[src/rtl/fifo_tx_drain_ctrl.sv]
// Read-side sequencer: pops one FIFO byte per frame and hands it to the UART TX with a load strobe.
// Latency: FIFO non-empty (EN=1, TX idle) to R_INC 1 cycle; R_INC to TX_DATA_VALID 1 cycle.
// Backpressure: no pop while TX_BUSY is high or EN is low; each frame is followed by a GAP_CYCLES+1 cycle gap.
module fifo_tx_drain_ctrl #(
    parameter int DATA_WIDTH   = 8,
    parameter int GAP_CYCLES   = 2,
    parameter int BUSY_TIMEOUT = 16,
    parameter int CNT_WIDTH    = 16
) (
    input  logic                  clk,
    input  logic                  rst,
    input  logic                  en,
    input  logic                  fifo_empty,
    input  logic [DATA_WIDTH-1:0] rd_data,
    output logic                  r_inc,
    input  logic                  tx_busy,
    output logic [DATA_WIDTH-1:0] tx_p_data,
    output logic                  tx_data_valid,
    input  logic                  err_clr,
    output logic                  active,
    output logic [CNT_WIDTH-1:0]  byte_cnt,
    output logic                  to_err
);

    localparam int TO_W  = (BUSY_TIMEOUT > 1) ? $clog2(BUSY_TIMEOUT) : 1;
    localparam int GAP_W = (GAP_CYCLES > 0) ? $clog2(GAP_CYCLES + 1) : 1;

    localparam logic [TO_W-1:0]  TO_LAST  = TO_W'(BUSY_TIMEOUT - 1);
    localparam logic [GAP_W-1:0] GAP_LOAD = GAP_W'(GAP_CYCLES);

    typedef enum logic [2:0] {
        S_IDLE,
        S_POP,
        S_LOAD,
        S_WAIT_BUSY,
        S_WAIT_DONE,
        S_GAP
    } state_t;

    state_t                 state;
    state_t                 state_nxt;
    logic [TO_W-1:0]        to_cnt;
    logic [TO_W-1:0]        to_cnt_nxt;
    logic [GAP_W-1:0]       gap_cnt;
    logic [GAP_W-1:0]       gap_cnt_nxt;
    logic [DATA_WIDTH-1:0]  tx_p_data_nxt;
    logic [CNT_WIDTH-1:0]   byte_cnt_nxt;
    logic                   to_err_nxt;

    always_comb begin
        state_nxt     = state;
        to_cnt_nxt    = to_cnt;
        gap_cnt_nxt   = gap_cnt;
        tx_p_data_nxt = tx_p_data;
        byte_cnt_nxt  = byte_cnt;
        // A timeout raised in the same cycle as a clear overrides the clear below.
        to_err_nxt    = to_err & ~err_clr;

        case (state)
            S_IDLE: begin
                if (en && !fifo_empty && !tx_busy) begin
                    state_nxt = S_POP;
                end
            end
            S_POP: begin
                tx_p_data_nxt = rd_data;
                state_nxt     = S_LOAD;
            end
            S_LOAD: begin
                to_cnt_nxt = '0;
                state_nxt  = S_WAIT_BUSY;
            end
            S_WAIT_BUSY: begin
                if (tx_busy) begin
                    state_nxt = S_WAIT_DONE;
                end else if (to_cnt == TO_LAST) begin
                    to_err_nxt  = 1'b1;
                    gap_cnt_nxt = GAP_LOAD;
                    state_nxt   = S_GAP;
                end else begin
                    to_cnt_nxt = to_cnt + 1'b1;
                end
            end
            S_WAIT_DONE: begin
                if (!tx_busy) begin
                    byte_cnt_nxt = byte_cnt + 1'b1;
                    gap_cnt_nxt  = GAP_LOAD;
                    state_nxt    = S_GAP;
                end
            end
            S_GAP: begin
                if (gap_cnt == '0) begin
                    state_nxt = S_IDLE;
                end else begin
                    gap_cnt_nxt = gap_cnt - 1'b1;
                end
            end
            default: begin
                state_nxt = S_IDLE;
            end
        endcase
    end

    // Strobes and ACTIVE are decoded from the next state so they align with the state register.
    always_ff @(posedge clk) begin
        if (rst) begin
            state         <= S_IDLE;
            to_cnt        <= '0;
            gap_cnt       <= '0;
            tx_p_data     <= '0;
            byte_cnt      <= '0;
            to_err        <= 1'b0;
            r_inc         <= 1'b0;
            tx_data_valid <= 1'b0;
            active        <= 1'b0;
        end else begin
            state         <= state_nxt;
            to_cnt        <= to_cnt_nxt;
            gap_cnt       <= gap_cnt_nxt;
            tx_p_data     <= tx_p_data_nxt;
            byte_cnt      <= byte_cnt_nxt;
            to_err        <= to_err_nxt;
            r_inc         <= (state_nxt == S_POP);
            tx_data_valid <= (state_nxt == S_LOAD);
            active        <= (state_nxt != S_IDLE);
        end
    end

endmodule

[config.mk]
export PLATFORM = sky130hd
export DESIGN_NAME = fifo_tx_drain_ctrl
export DESIGN_NICKNAME = d
export VERILOG_FILES = /design/src/rtl/fifo_tx_drain_ctrl.sv
export SDC_FILE = /design/constraint.sdc
export NUM_CORES = 1
export LEC_CHECK = 0
export BUFFER_PORTS_ARGS = -buffer_cell sky130_fd_sc_hd__buf_2
export CAP_MARGIN = 20
export CORE_MARGIN = 1.5
export CORE_UTILIZATION = 52
export CTS_CLUSTER_SIZE = 16
export DETAILED_ROUTE_END_ITERATION = 8
export GPL_TIMING_DRIVEN = 1
export HOLD_SLACK_MARGIN = 0.08
export PLACE_DENSITY = 0.83
export SYNTH_ARGS = -nofsm -noshare
export SYNTH_HDL_FRONTEND = slang
export SYNTH_SLANG_ARGS = --single-unit
[constraint.sdc]
create_clock -name clk -period 2.34 [get_ports clk]
set_input_delay 0.702 -clock clk [delete_from_list [all_inputs] [get_ports clk]]
set_output_delay 0.702 -clock clk [all_outputs]
set_load 0.005 [all_outputs]
# Yosys cells after proc, flatten, opt, wreduce, memory -nomap -nowiden
# Cells that the tools add are included.
[classes] n_addsub=3 n_mul=0 div=0 magnitude_cmp=0 eq_ne=13 shifts=0 n_mux=17 bitwise_logic=3 n_reduce_logical=12
[ops] operator="case mux 3 bit (6 select lines)" n=1
[ops] operator="adder 16 x 1 -> 16 bit, second input constant" n=1
[ops] operator="2-to-1 mux 3 bit" n=5
[ops] operator="inequality test 2 bit, second input constant" n=5
[ops] operator="equality test 3 x 2 -> 1 bit, second input constant" n=3
[ops] operator="2-to-1 mux 2 bit" n=4
[ops] operator="2-to-1 mux 4 bit" n=2
[ops] operator="case mux 4 bit (2 select lines)" n=1
[ops] operator="equality test 3 x 1 -> 1 bit, second input constant" n=2
[ops] operator="equality test 3 bit, second input constant" n=2
[ops] operator="case mux 2 bit (3 select lines)" n=1
[ops] operator="nonzero test 3 bit" n=2
[ops] operator="AND reduction 5 bit" n=1
[ops] operator="adder 4 x 1 -> 4 bit, second input constant" n=1
[ops] operator="equality test 4 bit, second input constant" n=1
[ops] operator="logical NOT 3 bit" n=1
[ops] operator="2-to-1 mux 1 bit" n=3
[ops] operator="AND reduction 3 bit" n=1
[ops] operator="logical AND 1 bit" n=2
[ops] operator="logical NOT 1 bit" n=2
[ops] operator="logical NOT 2 bit" n=1
[ops] operator="inverter 1 bit" n=2
[ops] operator="AND reduction 2 bit" n=1
[ops] operator="nonzero test 2 bit" n=1
[ops] operator="other kinds (2)" n=2
[totals] regBits=37 latchBits=0 mem_bits_rw=0 rom_bits=0 in_bits=14 out_inout_bits=28 elab_cells=57 memories=0

# Logic depth before layout (Yosys ltp)
# Gate-level depths: netlist (run 1).
[logic_depth] depth_word=6 depth_mapped=6 ltp_nobuf=6

# Worst setup path before layout (run 1)
# Ideal clock, no wire load.
[synth_timing] path_kind="input to register" start="input port tx_busy" end="register byte_cnt[15]" setup_ns=0.121 arrival_ns=1.974 required_time_ns=2.219 path_slack_ns=0.245 cell_stages=4 n_path_buf=0 cell_sequence="or4b_4 > nor4_4 > nand3_1 > mux2_4"
[synth_between] elab_chain_cells=2
[synth_lines] element="start: declaration" line="16" text="input logic tx_busy,"
[synth_lines] element="inverter 1 bit (no line)"
[synth_lines] element="AND reduction 2 bit (no line)"
[synth_lines] element="end signal: assignment" line="121" text="byte_cnt <= byte_cnt_nxt;"
[synth_lines] element="end: declaration" line="21" text="output logic [CNT_WIDTH-1:0] byte_cnt,"
# Every way passes these cells.
# A chain may end at the register's enable or synchronous reset.

# Final worst setup path (run 1)
[layout_timing] start="register state[1]" end="register byte_cnt[13]"
[layout_between] elab_chain_cells=2
[layout_lines] element="start: declaration" line="40" text="state_t state;"
[layout_lines] element="start signal: assignment" line="117" text="state <= state_nxt;"
[layout_lines] element="equality test 3 bit" line="59" text="case (state)"
[layout_lines] element="AND reduction 2 bit (no line)"
# Every way passes these cells.

==> results of run 1 <==
==> logic make-up (layout without fill, tap and decap cells) <==
group | after synthesis | after routing | share of synthesized area
AO/OA/AOI/OAI | 25 | 25 | 0.09031
multiplexers | 13 | 13 | 0.08283
XOR/XNOR | 9 | 9 | 0.04701
AND/OR/NAND/NOR | 87 | 87 | 0.2836
adder cells (fa/ha/maj) | 3 | 3 | 0.02239
buffers and inverters | 12 | 62 | 0.03208
flip-flops | 37 | 37 | 0.4418
==> registers in the layout, summed over array words and instances (netlist names) <==
| name | cells |
|---|---|
| byte_cnt | 16 |
| tx_p_data | 8 |
| to_cnt | 4 |
| state | 3 |
| gap_cnt | 2 |
| active | 1 |
| r_inc | 1 |
| to_err | 1 |
| tx_data_valid | 1 |
==> critical path: stages, from the launching register on <==
cell and delay (ns):
sky130_fd_sc_hd__dfxtp_1 0.41, sky130_fd_sc_hd__or4b_4 0.60, sky130_fd_sc_hd__nor4_4 0.33, sky130_fd_sc_hd__nand3_1 0.12
sky130_fd_sc_hd__mux2_1 0.32
==> layout make-up <==
type	count	area share
Sequential cell	37	0.3679
Multi-Input combinational cell	137	0.4382
Inverter	5	0.009323
Tap cell	44	0.02735
Clock buffer	6	0.02051
Clock inverter	2	0.004972
Timing Repair Buffer	49	0.1318
==> Yosys cell counts (5+ instances only) <==
master                     count  share of area
sky130_fd_sc_hd__inv_1         5          0.011
sky130_fd_sc_hd__nor2_1       28          0.063
sky130_fd_sc_hd__nand2b_1      5          0.019
sky130_fd_sc_hd__a21oi_1      12          0.036
sky130_fd_sc_hd__nand3_1      12          0.036
sky130_fd_sc_hd__xor2_1        5          0.026
sky130_fd_sc_hd__nand2_1       7          0.016
sky130_fd_sc_hd__nor3_1        6          0.018
sky130_fd_sc_hd__nor2b_1       6          0.022
sky130_fd_sc_hd__mux2i_1       9          0.054
sky130_fd_sc_hd__dfxtp_1      37           0.44
==> where the power goes <==
group          internal [mW]  switching (mW)  total (mW)  leakage, nW
sequential             0.647         0.00980       0.657        0.299
clock                  0.114           0.209       0.324       0.0320
combinational         0.0524          0.0604       0.113        0.527
==> stage by stage <==
stage               std cells  setup slack, ns    util
global route              280           0.3279  0.6594
detailed placement        272          0.08664  0.6426
global placement          272           0.1057  0.6426
CTS                       280           0.4360  0.6594
finish                    280           0.4485  0.6594
floorplan                 186           0.2448       -
==> worst max-delay path by stage <==
stage                         to  slack [ns]
floorplan           byte_cnt[15]        0.24
CTS                 byte_cnt[13]        0.44
detailed placement  byte_cnt[13]        0.09
global placement    byte_cnt[15]        0.11
global route        byte_cnt[15]        0.33
finish              byte_cnt[13]        0.45
==> layer usage <==
| layer | GRT usage | part of all wire |
|---|---|---|
| met3 | 0.07792 | 0.034 |
| met4 | 0.09524 | 0.018 |
| met1 | 0.2598 | 0.47 |
| met2 | 0.3152 | 0.48 |
| met5 | 0 | 0 |
==> results.md, run 1 <==
Status:
- The flow ran to the end, and the final reports show no timing, DRC or antenna violations.

Power:
- The reported leakage power is 0.8583 nW.
- The power per cell area is 543.3 nW/um^2.
- The highest ir drop seen on vdd is 329.9 uV.
- The power consumption is 1.094 mW.

Clock network:
- The clock input transition at the sequential cells of the worst setup and hold paths is 0.11 ns.
- The clock tree synthesis step divided the H-tree into 2 levels.
- The hold-fix buffer count after cts is 0.
- TritonCTS built the clock tree.
- Clock tree synthesis inserted a total of 5 buffers.
- In this run the deepest clock path goes through 2 buffers.
- The total clock sinks is 37.
- The post-CTS resize count is 0.
- At the later pin of the worst-skew pair, clock insertion delay measures 0.35 ns.
- Clock tree synthesis selected as its root buffer the cell sky130_fd_sc_hd__clkbuf_4.
- The post-CTS setup buffer count is 0.

Placement:
- The congestion estimate from routability-driven global placement came to 0.7599.
- The total of buffers placed on input and output ports is 41.
- The half-perimeter wire length after placement is 2388 um.
- Summing all placed instances gives a cell area of 1962 um^2.

Worst setup path:
- Counting cells, the worst reg-to-reg path comes to 4.
- The critical path arrival is 2.13 ns.
- STA classifies the critical path startpoint as a register.
- Of all nets on the critical path, the largest fanout is 10.
- The worst setup path category is reg -> reg.
- The kind of end point of the critical path is a register.
- The reg-to-reg endpoint is byte_cnt[13].
- For flop-to-flop paths, the worst setup slack is 0.45 ns.
- For the worst setup path, the data required time is 2.58 ns.
- In this run the critical register-to-register path is launched from state[1].
- Tracing the worst setup path back leads to its startpoint at state[1].

Finish:
- In the final layout, the share of cells above drive strength 1 is 0.2669.
- In the final layout, the multi-input gates occupy 882.1 um^2.
- The repair_antennas step left the layout with diodes totalling 0.
- The final instance area is 2013 um^2.
- After the last flow step, the layout net total stands at 252.
- The area growth from synthesis to layout is 20.07%.
- In the layout the commonest cells are sky130_fd_sc_hd__buf_2 (41), sky130_fd_sc_hd__dfxtp_1 (37), sky130_fd_sc_hd__nor2_1 (28), sky130_fd_sc_hd__a21oi_1 (12), sky130_fd_sc_hd__nand3_1 (12).
- Summing all flip-flop and latch instances after layout gives 740.7 um^2.
- After filler insertion, the fill cell instance count of the layout stands at 288.
- The commonest non-fill, non-tap cell in the layout is sky130_fd_sc_hd__buf_2.

Timing:
- The minimum clock period is 1.891 ns.
- The worst slew margin relative to its limit is 0.6207.
- Adding up every negative setup slack in the final design gives 0 ns.
- The final hold violation count came to 0.
- The number of max-slew violations in the final report is 0.
- For the pin with the worst max-slew slack, the measured transition is 0.5546 ns.
- The maximum clock skew at final layout is 0.006851 ns.
- For this run, the top clock speed supported by timing is 0.5287 GHz.
- The final count of negative-setup-slack endpoints is 0.
- Setup repair after global routing left no endpoint under its margin.
- The period utilization is 0.8083.
- The worst hold margin is 0.4978 ns.

Hold path:
- The worst hold path passes through 2 cells.
- The min-delay analysis places its worst path in the category reg -> reg.
- The source of the worst hold timing path is to_err.
- For hold timing, the worst endpoint is to_err.

Drt:
- The detail route stage leaves a number of antenna-violating nets equal to 0.
- Dividing the detail-routed wire length by the instance count gives 11.61 um.
- The pre-antenna-repair detailed-routing pass consisted of 4 iterations.
- In the routed layout, each cell is associated on average with a via count of 5.246.
- The detailed router placed 1469 vias in this run.
- The first routing iteration left 64 violations.
- The routed wire length is 3250 um.
- The total DRC errors in the routed layout is 0.

Global route:
- The initial antenna violation count was 0.
- Summed over all layers, the global routing overflow is 0.
- The total track usage is 0.2075.
- The number of global-route vias before repair is 1283.
- Entering global routing, the biggest net connects 33 pins.
- The first-pass GRT wire length is 5499 um.

Yosys:
- In this run, synthesis inferred 0 flip-flops with an integrated enable.
- The async set or reset register ratio after synthesis is 0.
- The post-synthesis area per instance is 9.014 um^2.
- The part of the Yosys area used for sequential elements is 0.4418.
- The flip-flop and latch count after synthesis is 37.
- In this run the cell area of the synthesized design comes to 1677 um^2.
- The count of warnings emitted by yosys is 0.
- Synthesis produced a netlist whose cell count is 186.
- In the synthesized netlist the dominant register cell turns out to be sky130_fd_sc_hd__dfxtp_1.
- After synthesis, the netlist uses 41 different library cells.
- The net count after synthesis is 203.

Floorplanning:
- The core region is 3053 um^2.
- The effective utilization at floorplan is 0.5492.
- The floorplan step defined a die boundary enclosing 3574 um^2.
- The die is 59.78 um tall.
- The horizontal extent of the die is 59.78 um.
- The initialized floorplan defines 20 standard-cell rows.
- The number of top-level pins is 42.

Job:
- The number of maximum-capacitance constraint violations is 0.
No activity file was read; power rests on OpenSTA's default activity.
==> run 2: changes to the inputs <==
==> constraint.sdc (replaced) <==
create_clock -name clk -period 1.95 [get_ports clk]
set_input_delay 0.585 -clock clk [delete_from_list [all_inputs] [get_ports clk]]
set_output_delay 0.585 -clock clk [all_outputs]
set_load 0.005 [all_outputs]
==> results.md, run 2 (synthesis results as in run 1) <==
Finish:
- The final-stage net count is 257 (+2.0%).
- The most flop-heavy register is byte_cnt.
- The final core utilization is 0.6717 (+0.01230).
- The commonest non-fill, non-tap cell in the layout is sky130_fd_sc_hd__buf_2.
- The number of flip-flops in the largest register is 16 (unchanged).
- The number of antenna repair diodes is 0 (unchanged).
- The largest registers in the layout are byte_cnt (16), tx_p_data (8), to_cnt (4).
- The top cell types in the final layout, fill and taps aside, are sky130_fd_sc_hd__buf_2 (41), sky130_fd_sc_hd__dfxtp_1 (37), sky130_fd_sc_hd__nor2_1 (28), sky130_fd_sc_hd__buf_4 (13).
- Compared with the post-synthesis result, the final layout area differs by 22.31%.
- The fraction of layout cells with a size suffix above 1 was 0.2822 (+0.01521).

Timing:
- The timing-limited maximum frequency was 0.5826 GHz (+10%).
- The final hold violation count is 0 (unchanged).
- The number of max-slew violations in the final report came to 0 (unchanged).
- The worst slew margin relative to its limit is 0.6006 (-0.02005).
- Setup repair after global routing left no endpoint under its margin.
- The period utilization came to 0.8802 (+0.07187).
- The maximum clock skew at final layout was 0.009970 ns (+0.003119 ns).
- The minimum clock period is 1.716 ns (-0.1751 ns).
- The measured slew at the worst slew-check pin came to 0.5840 ns (+0.02931 ns).
- The final count of negative-setup-slack endpoints was 0 (unchanged).
- The worst hold margin came to 0.4794 ns (-0.01838 ns).

Drt:
- The total DRC errors in the routed layout came to 0 (unchanged).
- The violation count after the first detailed-routing iteration was 64 (unchanged).
- The wire length per cell is 12.05 um (+3.8%).
- The routed via count divided by cell count is 5.253 (+0.12%).
- The routed wire length is 3434 um (+5.7%).
- The count of TritonRoute iterations in the first routing pass is 4 (unchanged).
- The post-detailed-route count of antenna-violating nets was 0 (unchanged).
- The overall via count from detail_route came to 1497 (+1.9%).

Floorplanning:
- The height of the die is 59.78 um (unchanged).
- The effective utilization at floorplan is 0.5492 (unchanged).
- The number of top-level pins is 42 (unchanged).
- The horizontal extent of the die came to 59.78 um (unchanged).
- The area enclosed by the die boundary came to 3574 um^2 (unchanged).
- The core footprint was 3053 um^2 (unchanged).
- The cell row count is 20 (unchanged).

Clock network:
- The tree is rooted in a sky130_fd_sc_hd__clkbuf_4.
- TritonCTS built the clock tree.
- The clock network latency to the later pin of the worst-skew pair is 0.34 ns (about the same).
- The worst-case clock buffer depth is 2 (unchanged).
- The number of levels the H-tree was split into is 2 (unchanged).
- The post-CTS setup buffer count is 0 (unchanged).
- The clock input transition at the sequential cells of the worst setup and hold paths was 0.11 ns (about the same).
- The total clock sinks came to 37 (unchanged).
- The post-CTS resize count is 0 (unchanged).
- The hold-fix buffer count after cts was 0 (unchanged).
- The total clock buffers created by CTS was 5 (unchanged).

Worst setup path:
- The cell depth of the worst flop-to-flop path was 5 (+1).
- The largest driver fanout on the critical path is 4 (-6).
- The critical path arrival was 1.95 ns (-0.18 ns).
- The worst path required time is 2.19 ns (-0.39 ns).
- The kind of end point of the critical path is a register.
- The type of origin of the critical path is a register.
- The worst setup path is of the reg -> reg kind.

Placement:
- The half-perimeter wire length after placement was 2466 um (+3.3%).
- The final RePlAce weighted congestion is 0.8604 (+13%).
- The total of buffers placed on input and output ports is 41 (unchanged).

Global route:
- The total track usage is 0.2066 (-0.0008981).
- The sum of overflow across all layers after global routing is 0 (unchanged).
- The maximum number of pins on one net before global-route repair is 29 (-12%).
- The number of global-route vias before repair was 1329 (+3.6%).
- The first-pass GRT wire length is 5595 um (+1.7%).
- The initial antenna violation count is 0 (unchanged).

Power:
- The reported leakage power is 0.8816 nW (+2.7%).
- The highest ir drop seen on vdd was 398.3 uV (+21%).
- The power per cell area is 641.7 nW/um^2 (+18%).

Job:
- The number of maximum-capacitance constraint violations is 0 (unchanged).

Hold path:
- The worst hold path depth is 3 (+1).
- The tightest min-delay check is of the in -> reg type.

Status:
- The run finished with clean final reports.
[run 2: cell count changes in the layout (fill, tap and decap cells not counted), sizes merged]
cell and change:
buf +5
[run 2: critical path, cell delays in order, from the launching register on]
cell                      delay [ns]
sky130_fd_sc_hd__dfxtp_1        0.33
sky130_fd_sc_hd__or4b_4         0.57
sky130_fd_sc_hd__or2_4          0.27
sky130_fd_sc_hd__buf_4          0.14
sky130_fd_sc_hd__o21ai_0        0.21
sky130_fd_sc_hd__a21oi_1        0.09
[run 2: final timing paths]
check	startpoint	slack (ns)	endpoint
max	state[0]	0.23	byte_cnt[9]
min	rd_data[5]	0.48	tx_p_data[5]
max reg2reg	state[0]	0.23	byte_cnt[9]
min reg2reg	to_err	0.49	to_err
[run 2: through the flow]
| step | power [mW] | instance area, um^2 | instances | TNS, ns | setup WS, ns |
|---|---|---|---|---|---|
| 3_3_place_gp | 0.9427 | 1999 | 277 | -0.1371 | -0.06587 |
| 6_report | 1.316 | 2051 | 285 | 0 | 0.2336 |
| 3_5_place_dp | 0.9465 | 1999 | 277 | -0.2408 | -0.1125 |
| 5_1_grt | 1.380 | 2051 | 285 | 0 | 0.1230 |
| 2_1_floorplan | 0.8913 | 1677 | 186 | 0 | 0.05046 |
| 4_1_cts | 1.333 | 2051 | 285 | 0 | 0.2274 |
[run 2: cell type report]
| type | instances | area [um^2] |
|---|---|---|
| clock inverters | 2 | 10.01 |
| flip-flops and latches | 37 | 740.7 |
| inverters | 5 | 18.77 |
| multi-input cells | 137 | 882.1 |
| clock buffers | 6 | 41.29 |
| well taps | 44 | 55.05 |
| fillers | 281 | 1002 |
| repair buffers | 54 | 302.8 |
[run 2: metal layers]
metal | vias up | track usage | share of wire | routed length (um)
li1 | 760 | - | - | -
met1 | 696 | 0.2624 | 0.47 | 1606
met2 | 33 | 0.3276 | 0.47 | 1609
met3 | 8 | 0.03896 | 0.041 | 141
met4 | 0 | 0.1143 | 0.022 | 76
met5 | - | 0 | 0 | 0
[run 2: where the power goes]
part | internal, mW | total [mW] | switching [mW]
Combinational | 0.0657 | 0.144 | 0.0785
Sequential | 0.777 | 0.785 | 0.00818
Clock | 0.137 | 0.387 | 0.249
Total | 0.980 | 1.32 | 0.336
==> run 3: changes to the inputs <==
--- a/config.mk
+++ b/config.mk
@@ -8,12 +8,12 @@
 export BUFFER_PORTS_ARGS = -buffer_cell sky130_fd_sc_hd__buf_2
 export CAP_MARGIN = 20
 export CORE_MARGIN = 1.5
-export CORE_UTILIZATION = 52
+export CORE_UTILIZATION = 56
 export CTS_CLUSTER_SIZE = 16
 export DETAILED_ROUTE_END_ITERATION = 8
 export GPL_TIMING_DRIVEN = 1
 export HOLD_SLACK_MARGIN = 0.08
-export PLACE_DENSITY = 0.83
+export PLACE_DENSITY = 0.88
 export SYNTH_ARGS = -nofsm -noshare
 export SYNTH_HDL_FRONTEND = slang
 export SYNTH_SLANG_ARGS = --single-unit
==> constraint.sdc (replaced) <==
create_clock -name clk -period 2.1 [get_ports clk]
set_input_delay 0.63 -clock clk [delete_from_list [all_inputs] [get_ports clk]]
set_output_delay 0.63 -clock clk [all_outputs]
set_load 0.005 [all_outputs]
==> results.md, run 3 (synthesis results as in run 1) <==
Clock network:
- The post-CTS setup buffer count came to 0 (unchanged).
- The hold-fix buffer count after cts is 0 (unchanged).
- The worst-case clock buffer depth is 2 (unchanged).
- The total clock buffers created by CTS came to 5 (unchanged).
- TritonCTS built the clock tree.
- CTS placed an instance of sky130_fd_sc_hd__clkbuf_4 at the clock tree root.
- The clock input transition at the sequential cells of the worst setup and hold paths is 0.11 ns (about the same).
- The clock network latency to the later pin of the worst-skew pair is 0.35 ns (about the same).
- The number of levels the H-tree was split into is 2 (unchanged).
- The post-CTS resize count is 0 (unchanged).
- The total clock sinks came to 37 (unchanged).

Power:
- The highest ir drop seen on vdd is 456.3 uV (+15%).
- The power consumption is 1.299 mW (-1.3%).
- The portion of total power attributed to the clock network is 0.333 (+0.039).
- The proportion of power drawn by combinational gates is 0.105 (-0.005).
- The sequential group share of total power was 0.562 (-0.035).
- The net load switching power was 0.3209 mW (-4.4%).
- The internal power came to 0.9778 mW (-0.23%).
- The power per cell area is 637.2 nW/um^2 (-0.70%).
- The fraction of power spent switching nets is 0.2471 (-0.008102).
- The reported leakage power is 0.8806 nW (-0.11%).

Drt:
- The total DRC errors in the routed layout is 4 (+4).
- The detailed route wirelength on metal2 came to 1616 um (+0.44%).
- The violation count after the first detailed-routing iteration was 79 (+23%).
- The routed wire length is 3472 um (+1.1%).
- In this run the top signal layer used is met4.
- The wire length per cell is 12.86 um (+6.7%).
- The post-detailed-route count of antenna-violating nets is 0 (unchanged).
- The routed via count divided by cell count is 5.507 (+4.9%).
- The met1 routed wirelength after detailed routing is 1606 um (unchanged).
- The count of TritonRoute iterations in the first routing pass is 6 (+2).
- The wire length on met3 is 180 um (+28%).
- The overall via count from detail_route is 1487 (-0.67%).

Finish:
- The filler-free cell count of the finished design is 270 (-5.3%).
- The final core utilization came to 0.7266 (+0.05486).
- Compared with the post-synthesis result, the final layout area differs by 21.57%.
- Leaving out fill and tap cells, the most frequent cell in the layout is sky130_fd_sc_hd__buf_2.
- The top cell types in the final layout, fill and taps aside, are sky130_fd_sc_hd__buf_2 (41), sky130_fd_sc_hd__dfxtp_1 (37), sky130_fd_sc_hd__nor2_1 (28), sky130_fd_sc_hd__a21oi_1 (12), sky130_fd_sc_hd__nand3_1 (12).
- The number of antenna repair diodes is 0 (unchanged).
- The largest registers in the layout are byte_cnt (16), tx_p_data (8), to_cnt (4).
- The most flop-heavy register is byte_cnt.
- The final instance area is 2038 um^2 (-0.61%).
- The number of flip-flops in the largest register is 16 (unchanged).
- The fraction of layout cells with a size suffix above 1 is 0.2803 (-0.001823).
- The final-stage net count is 255 (-0.78%).

Worst setup path:
- The largest driver fanout on the critical path was 3 (-1).
- The worst setup path category is in -> reg.
- The critical path goes through buf_2, or4b_4, nor4_4, nand3_1, mux2_4.
- On the critical path, the stage with the largest delay is an instance of sky130_fd_sc_hd__or4b_4.
- The kind of end point of the critical path is a register.
- The type of origin of the critical path is an input port.
- The worst path required time is 2.35 ns (+0.16 ns).
- The delay contributed by the slowest stage of the critical path came to 0.52 ns (-0.05 ns).
- The critical path arrival came to 2.05 ns (+0.10 ns).

Placement:
- The total of buffers placed on input and output ports is 41 (unchanged).
- The number of cells in the design after placement is 262 (-5.4%).
- The worst setup timing slack at the placement stage was -0.07048 ns (+0.04205 ns).
- The final RePlAce weighted congestion is 0.8025 (-6.7%).
- The post-place instance area is 1968 um^2 (-1.6%).
- The half-perimeter wire length after placement is 2559 um (+3.8%).

Global route:
- The first-pass GRT wire length is 5913 um (+5.7%).
- The sum of overflow across all layers after global routing came to 0 (unchanged).
- The total track usage came to 0.2329 (+0.02637).
- The number of global-route vias before repair is 1386 (+4.3%).
- The initial antenna violation count was 0 (unchanged).
- The maximum number of pins on one net before global-route repair came to 16 (-45%).

Hold path:
- The class of the most critical hold timing path is reg -> reg.

Job:
- The number of maximum-capacitance constraint violations is 0 (unchanged).

Floorplanning:
- The area enclosed by the die boundary is 3331 um^2 (-6.8%).
- The number of top-level pins is 42 (unchanged).
- The core footprint came to 2805 um^2 (-8.1%).
- The cell row count came to 19 (-5.0%).
- The effective utilization at floorplan is 0.5977 (+0.04850).
- The horizontal extent of the die is 57.72 um (-3.5%).
- The height of the die was 57.72 um (-3.5%).

Timing:
- The final count of negative-setup-slack endpoints is 0 (unchanged).
- The measured slew at the worst slew-check pin is 0.5226 ns (-0.06139 ns).
- Setup repair after global routing left no endpoint under its margin.
- The period utilization is 0.8558.
- Based on the critical path, the design can be clocked at up to 0.5564 GHz.
- The smallest setup slack after layout came to 0.3029 ns (+0.06926 ns).
- The worst hold margin is 0.4779 ns (-0.001447 ns).
- The worst slew margin relative to its limit is 0.6426 (+0.04198).
- The final hold violation count is 0 (unchanged).
- The final-layout setup total negative slack is 0 ns (unchanged).
- The number of max-slew violations in the final report was 0 (unchanged).
- The minimum clock period is 1.797 ns.
- The maximum clock skew at final layout is 0.006101 ns (-0.003869 ns).

Status:
- The run finished, with violations left.
- The checks that failed: design-rule violations.
## run 3: cell type report
type                       instances  area [um^2]
fill                             239        767.0
clock buffer                       7        65.06
multi-input combinational        137        882.1
sequential                        37        740.7
timing repair buffer              52        287.8
inverter                           5        18.77
clock inverter                     1        5.005
tap                               31        38.79
## run 3: worst paths after layout
check / depth (start not counted) / slack (ns) / from / endpoint
min: 2 / 0.48 / to_err / to_err
max reg2reg: 4 / 0.31 / state[0] / byte_cnt[15]
min reg2reg: 2 / 0.48 / to_err / to_err
max: 5 / 0.30 / tx_busy / byte_cnt[15]
## run 3: power by group through the flow
| stage | combinational, mW | sequential (mW) | clock (mW) |
|---|---|---|---|
| after floorplan | 0.0802 | 0.747 | 0 |
| after global placement | 0.132 | 0.745 | 0 |
| after detailed placement | 0.136 | 0.745 | 0 |
| after CTS | 0.137 | 0.730 | 0.438 |
| after global routing | 0.152 | 0.733 | 0.471 |
| final | 0.136 | 0.730 | 0.433 |
## run 3: worst max-delay path, delay by kind of cell
kind | cells | cell delay, ns
mux | 1 | 0.30
buf+inv | 1 | 0.11
simple gates | 3 | 1.01
## run 3: per-layer routing
layer / vias up / track usage
li1: 752 / -
met1: 689 / 0.2873
met2: 37 / 0.3799
met3: 9 / 0.07589
met4: 0 / 0.08638
met5: - / 0
